[src/rtl/sa_cmd_dispatch.sv]
// sa_cmd_dispatch: command front-end for the systolic-array controller.
// Host config words are queued in a small FIFO and issued one at a time as a
// single-cycle start pulse plus a held config word. The controller's level
// done signal is tracked through ISSUE/ACK/RUN to detect completion.
// Optional feature macro: SA_CMD_DISPATCH_PERF_EN adds busy-cycle and
// retired-command performance counters with a clear input.
module sa_cmd_dispatch #(
    parameter int CFG_WIDTH  = 32,
    parameter int FIFO_DEPTH = 4
) (
    input  logic                               clk,
    input  logic                               rst_n,
    input  logic                               i_cmd_valid,
    output logic                               o_cmd_ready,
    input  logic [CFG_WIDTH-1:0]               i_cmd_cfg,
    output logic                               o_sa_start,
    output logic [CFG_WIDTH-1:0]               o_sa_cfg,
    input  logic                               i_sa_done,
    output logic                               o_busy,
    output logic                               o_cmd_retired,
    output logic [$clog2(FIFO_DEPTH+1)-1:0]    o_fifo_count
`ifdef SA_CMD_DISPATCH_PERF_EN
    ,
    input  logic                               i_perf_clr,
    output logic [31:0]                        o_perf_busy_cycles,
    output logic [15:0]                        o_perf_cmd_count
`endif
);

    localparam int PTR_W = (FIFO_DEPTH > 1) ? $clog2(FIFO_DEPTH) : 1;
    localparam int CNT_W = $clog2(FIFO_DEPTH + 1);
    localparam logic [CNT_W-1:0] DEPTH_C = CNT_W'(FIFO_DEPTH);

    localparam logic [1:0] ST_IDLE  = 2'd0;
    localparam logic [1:0] ST_ISSUE = 2'd1;
    localparam logic [1:0] ST_ACK   = 2'd2;
    localparam logic [1:0] ST_RUN   = 2'd3;

    logic [CFG_WIDTH-1:0] mem [FIFO_DEPTH];
    logic [PTR_W-1:0]     wr_ptr;
    logic [PTR_W-1:0]     rd_ptr;
    logic [CNT_W-1:0]     count;
    logic                 push;
    logic                 pop;

    logic [1:0]           state;
    logic [1:0]           state_next;
    logic                 start_next;
    logic                 retire_next;
    logic                 busy_next;
    logic [CFG_WIDTH-1:0] cfg_next;

    // Ready depends only on the registered count, so a pop never frees a
    // slot within the same cycle; ready rises the cycle after the pop.
    assign o_cmd_ready  = (count < DEPTH_C);
    assign push         = i_cmd_valid && o_cmd_ready;
    assign o_fifo_count = count;

    // Storage write; entries need no reset because pointers define validity.
    always_ff @(posedge clk) begin
        if (push) begin
            mem[wr_ptr] <= i_cmd_cfg;
        end
    end

    // Pointer and occupancy bookkeeping; pointers wrap naturally (power of two).
    always_ff @(posedge clk or negedge rst_n) begin
        if (!rst_n) begin
            wr_ptr <= '0;
            rd_ptr <= '0;
            count  <= '0;
        end else begin
            if (push) begin
                wr_ptr <= wr_ptr + PTR_W'(1);
            end
            if (pop) begin
                rd_ptr <= rd_ptr + PTR_W'(1);
            end
            case ({push, pop})
                2'b10:   count <= count + CNT_W'(1);
                2'b01:   count <= count - CNT_W'(1);
                default: count <= count;
            endcase
        end
    end

    // Next-state and next-output decode; an unknown state propagates X.
    always_comb begin
        state_next  = state;
        pop         = 1'b0;
        start_next  = 1'b0;
        retire_next = 1'b0;
        cfg_next    = o_sa_cfg;
        case (state)
            ST_IDLE: begin
                if ((count != '0) && i_sa_done) begin
                    state_next = ST_ISSUE;
                    pop        = 1'b1;
                    start_next = 1'b1;
                    cfg_next   = mem[rd_ptr];
                end
            end
            ST_ISSUE: begin
                state_next = ST_ACK;
            end
            ST_ACK: begin
                if (!i_sa_done) begin
                    state_next = ST_RUN;
                end
            end
            ST_RUN: begin
                if (i_sa_done) begin
                    state_next  = ST_IDLE;
                    retire_next = 1'b1;
                end
            end
            default: begin
                state_next  = 'x;
                start_next  = 1'bx;
                retire_next = 1'bx;
                cfg_next    = 'x;
            end
        endcase
        busy_next = (state_next != ST_IDLE);
    end

    // State and registered controller-facing outputs.
    always_ff @(posedge clk or negedge rst_n) begin
        if (!rst_n) begin
            state         <= ST_IDLE;
            o_sa_start    <= 1'b0;
            o_sa_cfg      <= '0;
            o_busy        <= 1'b0;
            o_cmd_retired <= 1'b0;
        end else begin
            state         <= state_next;
            o_sa_start    <= start_next;
            o_sa_cfg      <= cfg_next;
            o_busy        <= busy_next;
            o_cmd_retired <= retire_next;
        end
    end

`ifdef SA_CMD_DISPATCH_PERF_EN
    // Saturating busy-cycle counter; clear wins over increment.
    always_ff @(posedge clk or negedge rst_n) begin
        if (!rst_n) begin
            o_perf_busy_cycles <= '0;
        end else if (i_perf_clr) begin
            o_perf_busy_cycles <= '0;
        end else if (o_busy && (o_perf_busy_cycles != '1)) begin
            o_perf_busy_cycles <= o_perf_busy_cycles + 32'd1;
        end
    end

    // Saturating retired-command counter; clear wins over increment.
    always_ff @(posedge clk or negedge rst_n) begin
        if (!rst_n) begin
            o_perf_cmd_count <= '0;
        end else if (i_perf_clr) begin
            o_perf_cmd_count <= '0;
        end else if (o_cmd_retired && (o_perf_cmd_count != '1)) begin
            o_perf_cmd_count <= o_perf_cmd_count + 16'd1;
        end
    end
`endif

endmodule

[config.mk]
export PLATFORM = sky130hd
export DESIGN_NAME = sa_cmd_dispatch
export DESIGN_NICKNAME = d
export VERILOG_FILES = /design/src/rtl/sa_cmd_dispatch.sv
export SDC_FILE = /design/constraint.sdc
export NUM_CORES = 1
export LEC_CHECK = 0
export BUFFER_PORTS_ARGS = -buffer_cell sky130_fd_sc_hd__buf_2
export CORE_MARGIN = 2
export CORE_UTILIZATION = 60
export CTS_CLUSTER_DIAMETER = 80
export DETAILED_ROUTE_END_ITERATION = 8
export HOLD_SLACK_MARGIN = 0.1
export PLACE_DENSITY = 0.82
export SLEW_MARGIN = 25
export SYNTH_ARGS = -nofsm -noshare
export SYNTH_HDL_FRONTEND = slang
export SYNTH_SLANG_ARGS = --single-unit
[constraint.sdc]
create_clock -name clk -period 4 [get_ports clk]
set_input_delay 1 -clock clk [delete_from_list [all_inputs] [get_ports clk]]
set_output_delay 1 -clock clk [all_outputs]
set_load 0.01 [all_outputs]
==> metrics.md, run 1 <==
| Metric | Value |
|---|---|
| Run status | finished, final reports clean |
| Unrepaired setup endpoints after global routing | no |
| Die span in y | 108 um |
| Detail Placement HPWL | 5.94 mm |
| Crit path buf inv count | 2 |
| DRC | 0 |
| Reg-to-reg critical path endpoint | o_fifo_count[2] |
| Top cell type's share of synthesized area | 59.1% |
| First-pass GRT wire length | 17.6 mm |
| Gr usage total | 21.3% |
| CTS H-tree depth | 4 |
| Synth Area per Inst | 22.8 um^2 |
| Post-route minimum period | 2140 ps |
| Switching power | 0.00156 W |
| Max-cap violations | 0 |
| Clock power frac | 31.0% |
| Worst R2R Start | o_fifo_count[2] |
| Cells along the critical path | inv_1, buf_2 |
| Post-CTS resize count | 0 |
| Final Core Density | 71.3% |
| Worst Setup Start Kind | register |
| Synth area leader | edfxtp_1 |
| Total gr overflow | 0 |
| Top cells by area, synth | edfxtp_1 (59%), dfrtp_1 (17%), mux4_2 (11%) |
| Sequential Power Share | 45.5% |
| Crit path largest cell delay | 400 ps |
| Syn Nets | 328 |
| Post-Syn Instances | 286 |
| Worst path top cell family by delay | flip-flops |
| Port Buffer Count | 74 |
| Largest net degree at the start of global routing | 45 |
| Gpl congestion | 0.699 |
| Final slew viol count | 0 |
| Core Area | 10,700 um^2 |
| Required time of the worst setup path | 3000 ps |
| Post-synth ARST share | 25.6% |
| Relative slew slack | 37.6% |
| Share of layout cells above drive strength 1 | 46.6% |
| Hold buffer count at cts | 0 |
| Slowest cell on crit path | dfrtp_1 |
| Fmax | 467 MHz |
| Setup crit end kind | output port |
| CTS tree | built |
| Die area | 11,700 um^2 |
| Pint | 0.00435 W |
| R2r setup slk | 2000 ps |
| PD cells | 775 nW/um^2 |
| Number of synthesized flops with an enable pin | 128 |
| Peak supply drop | 0.000471 V |
| Die width | 108 um |
| Wire per inst | 21.9 um |
| Hold Violations, Final | 0 |
| Post-route ant nets | 0 |
| Register area share after synthesis | 76.0% |
| Net Sw Frac | 26.5% |
| Worst R2R Path Depth | 8 |
| Main flop type after synthesis | edfxtp_1 |
| Site row count | 38 |
| Total I/O pin count | 75 |
| Initial Utilization | 60.8% |
| Leakage power | 2.87 nW |
| Nets | 409 |
| Slew @ Worst Pin | 936 ps |
| Max FO, Critical Path | 4 |
| Mapped Area | 6510 um^2 |
| Clock Latency Late Sink | 530 ps |
| WS Path Type | reg2out |
| Clock sinks | 172 |
| Initial antenna violation count | 0 |
| Vias per inst | 5.68 |
| #FFs+latches synth | 172 |
| TritonCTS Buffers | 17 |
| Area growth syn-to-layout | 17.2% |
| Finish-stage setup viols | 0 |
| Postcts setup bufs | 0 |
| Post-Route WL | 11.4 mm |
| CP Data Arrival Time | 1140 ps |
| Setup TNS | 0 ps |
| Clk_skew | 11.8 ps |
| CTS Buffer Depth | 2 |
| Comb pwr share | 23.5% |
| Reg clk slew, reported paths | 60 ps |
| Hold Path Class | in2async |
| Via count | 2,958 |
| WHS | 490 ps |
| Number of global-route vias before repair | 3,068 |
| Commonest cells post-synth | edfxtp_1 (128), dfrtp_1 (44), mux4_2 (32), mux2_4 (26), inv_1 (8) |
| Root buf cell | clkbuf_8 |
| First-pass DRT Iterations | 6 |
| Filler cells | 626 |
| Post-route clock period utilization | 53.6% |
| Most frequent cell after synthesis | edfxtp_1 |
| Synth cell types | 26 |
| Initial DRC count | 201 |
| Yosys Warn Count | 0 |
## sequential cells by signal, summed over array words and instances, names as in the netlist, 2 cells and up
name,count
mem,128
o_fifo_count,3
o_sa_cfg,32
rd_ptr,2
state,2
wr_ptr,2
## cells by family (layout without fill, tap and decap cells)
| kind of cell | after synthesis | after routing | share of synthesized area, % |
|---|---|---|---|
| buffers and inverters | 21 | 115 | 2.25 |
| and+or+nand+nor | 14 | 14 | 1.23 |
| xor gates and xnor gates | 6 | 6 | 0.808 |
| muxes | 65 | 65 | 18.3 |
| other | 0 | 1 | 0 |
| AOI/OAI and AO/OA | 2 | 2 | 0.192 |
| DFF | 172 | 172 | 76.0 |
| adders and majority gates | 6 | 6 | 1.27 |
## worst max-delay path by stage
stage	start	end	slack [ps]	cells past startpoint
after floorplan	i_cmd_valid	mem[0][0]	1450	3
after global placement	i_cmd_valid	o_fifo_count[2]	1570	9
after detailed placement	i_cmd_valid	o_fifo_count[2]	1500	9
after CTS	o_fifo_count[2]	o_cmd_ready	1840	2
after global routing	o_fifo_count[2]	o_cmd_ready	1790	2
final	o_fifo_count[2]	o_cmd_ready	1860	2
## final cells by class
type	instances	area, um^2	area share, %
inverter	8	30.0	0.394
sequential	172	4950	64.9
tap	140	175	2.30
clock buffer	19	422	5.53
timing repair buffer	75	380	4.99
antenna	1	2.50	0.0328
clock inverter	13	245	3.22
multi-input combinational	93	1420	18.7
## cells in the final DEF, fill, tap and decap left out, types with 4 or more instances in the layout
master and n:
mux2_4 26, inv_1 8, and2_2 4, bufinv_16 7, clkbuf_16 16, edfxtp_1 128, buf_2 73, dfrtp_1 42
xnor2_1 4, mux4_2 32, mux2_2 6, ha_1 5
## power by group through the flow
stage	Combinational [W]	Sequential, W	Clock [W]
after global routing	0.00148	0.00275	0.00193
after floorplan	0.00105	0.00260	0
after detailed placement	0.00137	0.00272	0
after global placement	0.00132	0.00269	0
after CTS	0.00141	0.00270	0.00186
final	0.00139	0.00269	0.00184
## layer usage
| metal | up-vias | wire, um | track usage (%) | share of wire [%] |
|---|---|---|---|---|
| li1 | 1292 | - | - | - |
| met1 | 1559 | 4780 | 29.7 | 42 |
| met2 | 88 | 5960 | 33.7 | 52 |
| met3 | 19 | 435 | 4.04 | 3.8 |
| met4 | 0 | 238 | 8.88 | 2.1 |
| met5 | - | 0 | 0 | 0 |
## metrics by stage
| stage | cell area, um^2 | cells | power, W | setup WS, ps |
|---|---|---|---|---|
| after floorplan | 6510 | 286 | 0.00365 | 1450 |
| after global placement | 6950 | 488 | 0.00402 | 1570 |
| after detailed placement | 6960 | 488 | 0.00408 | 1500 |
| after CTS | 7620 | 520 | 0.00597 | 1840 |
| after global routing | 7620 | 520 | 0.00616 | 1790 |
| final | 7630 | 521 | 0.00591 | 1860 |
Power figures use the tool's default switching activity.
==> inputs of run 2 (changes only) <==
Settings changed: ABC_AREA set to 1, CORE_UTILIZATION 60 to 58, PLACE_DENSITY 0.82 to 0.79.
Clock period 4 ns to 2.05 ns, I/O delays scaled along.
==> run 2 against run 1 <==
Net effect:
- combinational power is 140% higher
- non-clock buffer count up 19
- die area increased by 14%
- first-iteration DRC count up 59%
- largest power group unchanged
- routed wire length is 26% higher
==> metrics.md, run 2 <==
| Metric | Value |
|---|---|
| Area post-placement | 7800 um^2 |
| Via count | 4,796 |
| Top cells by area, synth | edfxtp_1 (53%), dfrtp_1 (15%), nand2_1 (14%) |
| Post-Route WL | 14.3 mm |
| First-pass GRT wire length | 23.4 mm |
| Required time of the worst setup path | 2360 ps |
| Hold buffer count at cts | 1 |
| Mapped Area | 7240 um^2 |
| Slowest cell on crit path | dfrtp_1 |
| Root buf cell | clkbuf_16 |
| Fmax | 557 MHz |
| Detail Placement HPWL | 8.78 mm |
| Peak supply drop | 0.000666 V |
| Hold Crit Start | i_cmd_cfg[2] |
| Register area share after synthesis | 68.3% |
| DRC | 0 |
| Gr usage total | 23.6% |
| First-pass DRT Iterations | 4 |
| Hold Violations, Final | 0 |
| Filler cells | 880 |
| Final Cell Area | 8400 um^2 |
| Cells along the critical path | nor2_2, nand3_2, inv_2, ha_1, inv_1, fa_1, nand2_1, nand3b_1, xor2_1 |
| Post-route clock period utilization | 87.6% |
| Number of global-route vias before repair | 4,955 |
| Biggest register | mem |
| Syn Nets | 744 |
| Vias per inst | 4.95 |
| Initial antenna violation count | 0 |
| Share of layout cells above drive strength 1 | 16.3% |
| Die width | 116 um |
| Post-route ant nets | 0 |
| Gpl congestion | 0.789 |
| Initial DRC count | 320 |
| Crit path largest cell delay | 390 ps |
| Compound-Gate Fraction of Synth Area | 0.277% |
| CP Data Arrival Time | 2100 ps |
| Core Area | 12,100 um^2 |
| Post-Synth Simple-Gate Area | 19.1% |
| Initial Utilization | 59.7% |
| Unrepaired setup endpoints after global routing | no |
| Mux contribution to synthesized area | 0% |
| Number of flip-flops in the largest register | 128 |
| CTS H-tree depth | 4 |
| PD cells | 1340 nW/um^2 |
| Postcts setup bufs | 0 |
| Synth Area in XOR/XNOR | 0.484% |
| CTS Buffer Depth | 2 |
| Hold Path Class | in2reg |
| Post-CTS resize count | 0 |
| Reg clk slew, reported paths | 60 ps |
| Synth area leader | edfxtp_1 |
| Most frequent cells in the layout | nand2_1 (268), inv_1 (141), edfxtp_1 (128) |
| Run status | finished, final reports clean |
| Port Buffer Count | 74 |
| WS Path Type | reg2reg |
| Worst path top cell family by delay | adder cells |
| Max FO, Critical Path | 3 |
| Post-synth ARST share | 25.6% |
| #FFs+latches synth | 172 |
| Synth cell types | 21 |
| Worst Setup Start Kind | register |
| Total gr overflow | 0 |
| Final Core Density | 69.3% |
| Synth Area per Inst | 10.3 um^2 |
| Max-cap violations | 0 |
| Number of synthesized flops with an enable pin | 128 |
| Total I/O pin count | 75 |
| Wire per inst | 14.8 um |
| Relative slew slack | 54.6% |
| Crit path buf inv count | 2 |
| Area growth syn-to-layout | 16.0% |
| Clock Latency Late Sink | 430 ps |
| Clk_skew | 8.28 ps |
| TritonCTS Buffers | 17 |
| Commonest non-fill, non-tap cell in the layout | nand2_1 |
| CTS tree | built |
| Nets | 829 |
| Die span in y | 116 um |
| Total Power | 0.0113 W |
| Site row count | 40 |
| Setup crit end kind | register |
| Post-route minimum period | 1800 ps |
| Post-Synth Adder-Cell Area | 1.14% |
| Largest family of logic cells by synthesized area | simple AND/OR/NAND/NOR gates |
| Slew @ Worst Pin | 680 ps |
| Final slew viol count | 0 |
| Leakage power | 4.08 nW |
| Largest net degree at the start of global routing | 45 |
| Clock sinks | 172 |
| Main flop type after synthesis | edfxtp_1 |
| Yosys Warn Count | 0 |
| Finish-stage setup viols | 0 |
| Most frequent cell after synthesis | nand2_1 |
| Crit path from | state[0] |
| Top cell type's share of synthesized area | 53.1% |
| Post-Syn Instances | 702 |
| Commonest cells post-synth | nand2_1 (268), inv_1 (141), edfxtp_1 (128), nand3_1 (64), dfrtp_1 (44) |
| Die area | 13,400 um^2 |
| Worst R2R Start | state[0] |
| R2r setup slk | 250 ps |
==> run 2: cell type report <==
| type | instances | area [um^2] | area share, % |
|---|---|---|---|
| Antenna cell | 1 | 2.50 | 0.0298 |
| Clock buffer | 24 | 462 | 5.50 |
| Clock inverter | 8 | 121 | 1.45 |
| Inverter | 145 | 544 | 6.48 |
| Multi-Input combinational cell | 357 | 1550 | 18.5 |
| Sequential cell | 172 | 4950 | 58.9 |
| Tap cell | 168 | 210 | 2.50 |
| Timing Repair Buffer | 94 | 561 | 6.68 |
==> run 2: worst paths after layout <==
kind	end	cells after the start
worst max-delay path	o_fifo_count[2]	9
worst min-delay path	mem[2][2]	1
worst max register to register	o_fifo_count[2]	9
worst min register to register	o_sa_cfg[26]	2
max in group asynchronous	rd_ptr[0]	3
min in group asynchronous	o_sa_cfg[25]	3
==> run 2: per-stage QoR <==
step / setup slack, ps / setup TNS [ps] / hold slack (ps) / std cells
2_1_floorplan: -499 / -63820 / 217 / 702
3_3_place_gp: 283 / 0 / 456 / 935
3_5_place_dp: 198 / 0 / 460 / 935
4_1_cts: 244 / 0 / 285 / 968
5_1_grt: 133 / 0 / 287 / 968
6_report: 255 / 0 / 296 / 969
==> run 2: report_power, final <==
| part | internal [W] | switching, W |
|---|---|---|
| logic | 0.00112 | 0.00220 |
| registers | 0.00449 | 0.000292 |
| clock network | 0.00194 | 0.00125 |
| total | 0.00755 | 0.00374 |
==> run 2: kinds of logic (layout without fill, tap and decap cells) <==
logic type                 after synthesis  after routing
buffers and inverters                  173            271
other                                    0              1
DFF                                    172            172
adders and majority gates                6              6
and+or+nand+nor                        343            343
xor gates and xnor gates                 4              4
AOI/OAI and AO/OA                        4              4
==> run 2: layer usage <==
layer  up-vias  GRT usage, %  routed length (um)
met5         -             0                   0
met4         0          9.60                 213
met3        21          6.33                 681
met2       134          41.8                7780
met1      2310          27.5                5660
li1       2331             -                   -
